[src/rtl/bcd_to_binary.sv]
// Sequential packed-BCD to unsigned binary converter. It handles one decimal digit
// per clock, most-significant digit first, using acc = acc*10 + digit.
module bcd_to_binary #(
  parameter int DECIMAL_DIGITS = 11,
  parameter int OUTPUT_WIDTH   = 37
) (
  input  logic                        i_clk,
  input  logic                        i_resetn,
  input  logic [4*DECIMAL_DIGITS-1:0] i_bcd,
  input  logic                        i_valid,
  output logic                        o_ready,
  output logic [OUTPUT_WIDTH-1:0]     o_binary,
  output logic                        o_valid,
  output logic                        o_error,
  output logic                        o_overflow
);

  localparam int BW = 4 * DECIMAL_DIGITS;
  localparam int CW = $clog2(DECIMAL_DIGITS + 1);
  localparam int XW = OUTPUT_WIDTH + 4;

  typedef enum logic {IDLE, CONVERT} state_t;

  state_t                  state_q;
  logic [BW-1:0]           sr_q;
  logic [OUTPUT_WIDTH-1:0] acc_q;
  logic [CW-1:0]           cnt_q;
  logic                    err_q;
  logic                    ovf_q;

  logic [3:0]              digit;
  logic [XW-1:0]           wide;
  logic [OUTPUT_WIDTH-1:0] acc_d;
  logic                    err_d;
  logic                    ovf_d;
  logic                    last;

  // The wide product keeps 4 extra bits so that overflow can be seen before acc is truncated.
  always_comb begin
    digit = sr_q[BW-1 -: 4];
    wide  = ({4'b0000, acc_q} << 3) + ({4'b0000, acc_q} << 1)
          + {{OUTPUT_WIDTH{1'b0}}, digit};
    acc_d = wide[OUTPUT_WIDTH-1:0];
    err_d = err_q | (digit > 4'd9);
    ovf_d = ovf_q | (|wide[XW-1:OUTPUT_WIDTH]);
    last  = (cnt_q == CW'(DECIMAL_DIGITS - 1));
  end

  assign o_ready = (state_q == IDLE);

  always_ff @(posedge i_clk or negedge i_resetn) begin
    if (!i_resetn) begin
      state_q    <= IDLE;
      sr_q       <= '0;
      acc_q      <= '0;
      cnt_q      <= '0;
      err_q      <= 1'b0;
      ovf_q      <= 1'b0;
      o_binary   <= '0;
      o_valid    <= 1'b0;
      o_error    <= 1'b0;
      o_overflow <= 1'b0;
    end else begin
      o_valid <= 1'b0;
      case (state_q)
        IDLE: begin
          if (i_valid) begin
            sr_q    <= i_bcd;
            acc_q   <= '0;
            cnt_q   <= '0;
            err_q   <= 1'b0;
            ovf_q   <= 1'b0;
            state_q <= CONVERT;
          end
        end
        CONVERT: begin
          acc_q <= acc_d;
          sr_q  <= sr_q << 4;
          cnt_q <= cnt_q + CW'(1);
          err_q <= err_d;
          ovf_q <= ovf_d;
          if (last) begin
            o_binary   <= acc_d;
            o_valid    <= 1'b1;
            o_error    <= err_d;
            o_overflow <= ovf_d;
            state_q    <= IDLE;
          end
        end
        default: state_q <= IDLE;
      endcase
    end
  end

endmodule

[config.mk]
export PLATFORM = sky130hd
export DESIGN_NAME = bcd_to_binary
export DESIGN_NICKNAME = d
export VERILOG_FILES = /design/src/rtl/bcd_to_binary.sv
export SDC_FILE = /design/constraint.sdc
export NUM_CORES = 1
export LEC_CHECK = 0
export BUFFER_PORTS_ARGS = -buffer_cell sky130_fd_sc_hd__buf_2
export CAP_MARGIN = 40
export CORE_MARGIN = 2
export CORE_UTILIZATION = 54
export CTS_CLUSTER_SIZE = 10
export DETAILED_ROUTE_END_ITERATION = 12
export PLACE_DENSITY = 0.77
export RECOVER_POWER = 50
export SLEW_MARGIN = 40
export SYNTH_ARGS = -nofsm -noshare
export SYNTH_HDL_FRONTEND = slang
export SYNTH_SLANG_ARGS = --single-unit
[constraint.sdc]
create_clock -name i_clk -period 3 [get_ports i_clk]
set_input_delay 0.3 -clock i_clk [delete_from_list [all_inputs] [get_ports i_clk]]
set_output_delay 0.3 -clock i_clk [all_outputs]
set_load 0.01 [all_outputs]
==> impl_metrics.py <==
metrics = {
    "sta": {
        "max_slew_margin": 0.343,
        "period_minus_slack_ns": 3.00,
        "fin_ws_ns": 0.00328,
        "grt_setup_unrepaired": "yes",
        "finalSetupViolCount": 0,
        "fin_skew_ns": 0.00787,
        "slew_viol_final": 0,
        "finalHoldViolCount": 0,
        "tightest_slew_ns": 0.986,
        "holdWs_ns": 0.117,
        "timing.fmax_ghz": 0.334,
        "fin_crit_sh": 0.999,
    },
    "drt": {
        "route.detailed.drc": 0,
        "wl_met2_um": 9250,
        "drtAntennaViolNets": 0,
        "drtPass1Iterations": 5,
        "wl_met1_um": 8450,
        "vias": 6593,
        "drt_iter0_drc": 416,
        "wirelength_um": 19100,
        "viasPerCell": 5.77,
        "wl_met3_um": 947,
        "wl_per_cell_um": 16.7,
        "highest_layer": "met4",
    },
    "placed_design": {
        "dp_hpwl_um": 13200,
        "numPortBuffers": 87,
        "dp_slack_ns": -0.226,
        "gp_congestion": 0.890,
    },
    "setup_path": {
        "crit_path_frequent_cell": "ha_1",
        "path_class": "flop to flop",
        "ff2ff_path_depth": 9,
        "timing.critical_path.to_type": "flop",
        "r2r_start": "acc_q[11]",
        "worstPathCellList": "ha_1, ha_1, nand2_1, or4_1, a211oi_4, o311a_4, nor3_4, a311oi_4, a31oi_1",
        "worstPathMaxFanout": 5,
        "cp-startpoint": "acc_q[11]",
        "cp.arrival_ns": 3.27,
        "cp-start-kind": "flop",
        "cp_slowest_cell": "or4_1",
        "slowest_delay_ns": 0.61,
        "worstPathRequired_ns": 3.28,
    },
    "cts": {
        "cts_buffers": 17,
        "cts_sinks": 128,
        "clock_latency_ns": 0.43,
        "clk_path_buf_depth": 2,
        "cts_htree_levels": 4,
        "clkTransAtPathRegs_ns": 0.07,
        "cts_root_buffer": "clkbuf_16",
        "cts_tree": "built",
    },
    "run_status": {
        "status": "finished clean",
    },
    "worst_hold_path": {
        "hold_start": "i_bcd[2]",
        "hp-class": "input port to flop",
        "hold_depth": 3,
    },
    "global_route": {
        "grt_pass1_vias": 6584,
        "grt_first_pass_wirelength_um": 31700,
        "grt_start_max_net_pins": 88,
        "grt.total_usage": 0.250,
        "antenna_found_initial": 0,
        "overflow": 0,
    },
    "logic_synthesis": {
        "synth-compound-area-share": 0.192,
        "yosys.area_share.simple": 0.146,
        "synth_top_family_by_area": "compound AO/OA/AOI/OAI gates",
        "synthAdderAreaFrac": 0.124,
        "synth_mux_area_frac": 0.0702,
        "yosysTopAreaCellShare": 0.406,
        "ys_seq_area_frac": 0.406,
        "syn_inst": 829,
        "synth_xor_area_frac": 0.0322,
        "synth.most_common_cell": "nand2_1",
        "yosys_warnings": 0,
        "ys.flop_type": "dfrtp_1",
        "synth_fp_nets": 953,
        "ys_top_cells_by_area": "dfrtp_1, ha_1, nand2_1, mux2i_1, o21ai_0",
        "ys_ff_latch": 128,
        "synthArstFlopShare": 1.00,
        "synth_top_cells_by_count": "nand2_1, dfrtp_1, ha_1",
        "synth_area_um2": 7890,
        "synth_edf_count": 0,
        "avgSynthCellArea_um2": 9.52,
        "yosysTopAreaCell": "dfrtp_1",
        "netlist-cell-type-count": 74,
    },
    "final_layout": {
        "fillers": 1190,
        "nNetsFinal": 1070,
        "area_delta_synth_final_pct": 21.6,
        "drive_above_1_share": 0.226,
        "antenna_cells": 0,
    },
    "die": {
        "floorplan.initialDensity": 0.547,
        "boundaryPins": 88,
        "die_w_um": 125,
        "core_um2": 14400,
        "dieArea_um2": 15600,
        "die_h_um": 125,
        "rows": 44,
    },
    "flow_run": {
        "cap_violations": 0,
    },
}
==> critical path: cells and delay by family, from the launching register on <==
family	cells	cell delay (ns)
fa+ha+maj	2	0.69
compound gates	4	0.94
flops	1	0.41
simple gates	3	0.79
==> metal layers <==
layer,vias to the layer above,track usage
met5,-,0
met4,0,0.0889
met3,38,0.0623
met2,150,0.415
met1,3182,0.319
li1,3223,-
==> area by class of cell <==
cell class / instances / area, um^2 / area share
multi-input cells: 641 / 4660 / 0.486
flip-flops and latches: 128 / 3210 / 0.334
repair buffers: 143 / 851 / 0.0887
clock buffers: 17 / 425 / 0.0443
well taps: 184 / 230 / 0.0240
clock inverters: 15 / 165 / 0.0172
inverters: 15 / 56.3 / 0.00587
==> worst paths after layout <==
path,slack (ns),to
worst max-delay path,0.003,o_overflow
worst min-delay path,0.12,sr_q[2]
worst max register to register,0.003,o_overflow
worst min register to register,0.48,o_binary[16]
max in group asynchronous,1.15,acc_q[33]
min in group asynchronous,0.46,o_binary[17]
==> metrics by stage <==
step | cells | TNS [ns] | utilization | instance area, um^2
floorplan | 829 | 0 | - | 7900
global placement | 1101 | -0.712 | 0.607 | 8760
detailed placement | 1101 | -1.80 | 0.607 | 8760
CTS | 1139 | -0.0131 | 0.655 | 9450
global route | 1143 | -0.337 | 0.665 | 9590
finish | 1143 | 0 | 0.665 | 9590
==> layout by cell type, fill, tap and decap left out, types with 4 or more instances in the layout <==
cell       count
inv_8          6
inv_1         12
inv_6          5
nand2b_1       5
nor3_1         6
xor2_1         9
a21o_1        14
nand3_1        9
a22o_1        28
nand4_1        8
o21ai_1        4
o31ai_1        7
dfrtp_1      127
mux2_2         7
a21boi_0       4
buf_4         52
a21oi_2        8
nor2_1        37
mux2i_1       46
nand2_1      159
ha_1          69
o21bai_1       4
and3_1        10
clkbuf_16     17
o21a_1         4
buf_2         68
o21ai_0       65
clkbuf_1      19
a21oi_1       33
xnor2_1       19
==> cell families after synthesis <==
family / Yosys count
compound gates: 220
xor+xnor: 29
fa+ha+maj: 77
buf+inv: 60
flops: 128
mux: 54
simple gates: 261
==> repair_timing <==
action / CTS / global route
resized for setup: 9 / 35
setup endpoints to repair: 29 / 32
hold buffers: 1 / 0
hold endpoints to repair: 86 / 0
pin swaps: 11 / 27
setup buffers: 5 / 5
==> registers in the layout (all words and copies together) (netlist names) <==
name,cells
o_error,1
o_valid,1
err_q,1
ovf_q,1
sr_q,44
state_q,1
acc_q,37
o_overflow,1
o_binary,37
cnt_q,4
Power is not shown: default switching activity piles up to over one toggle a cycle in this logic, so the estimate is an artifact.
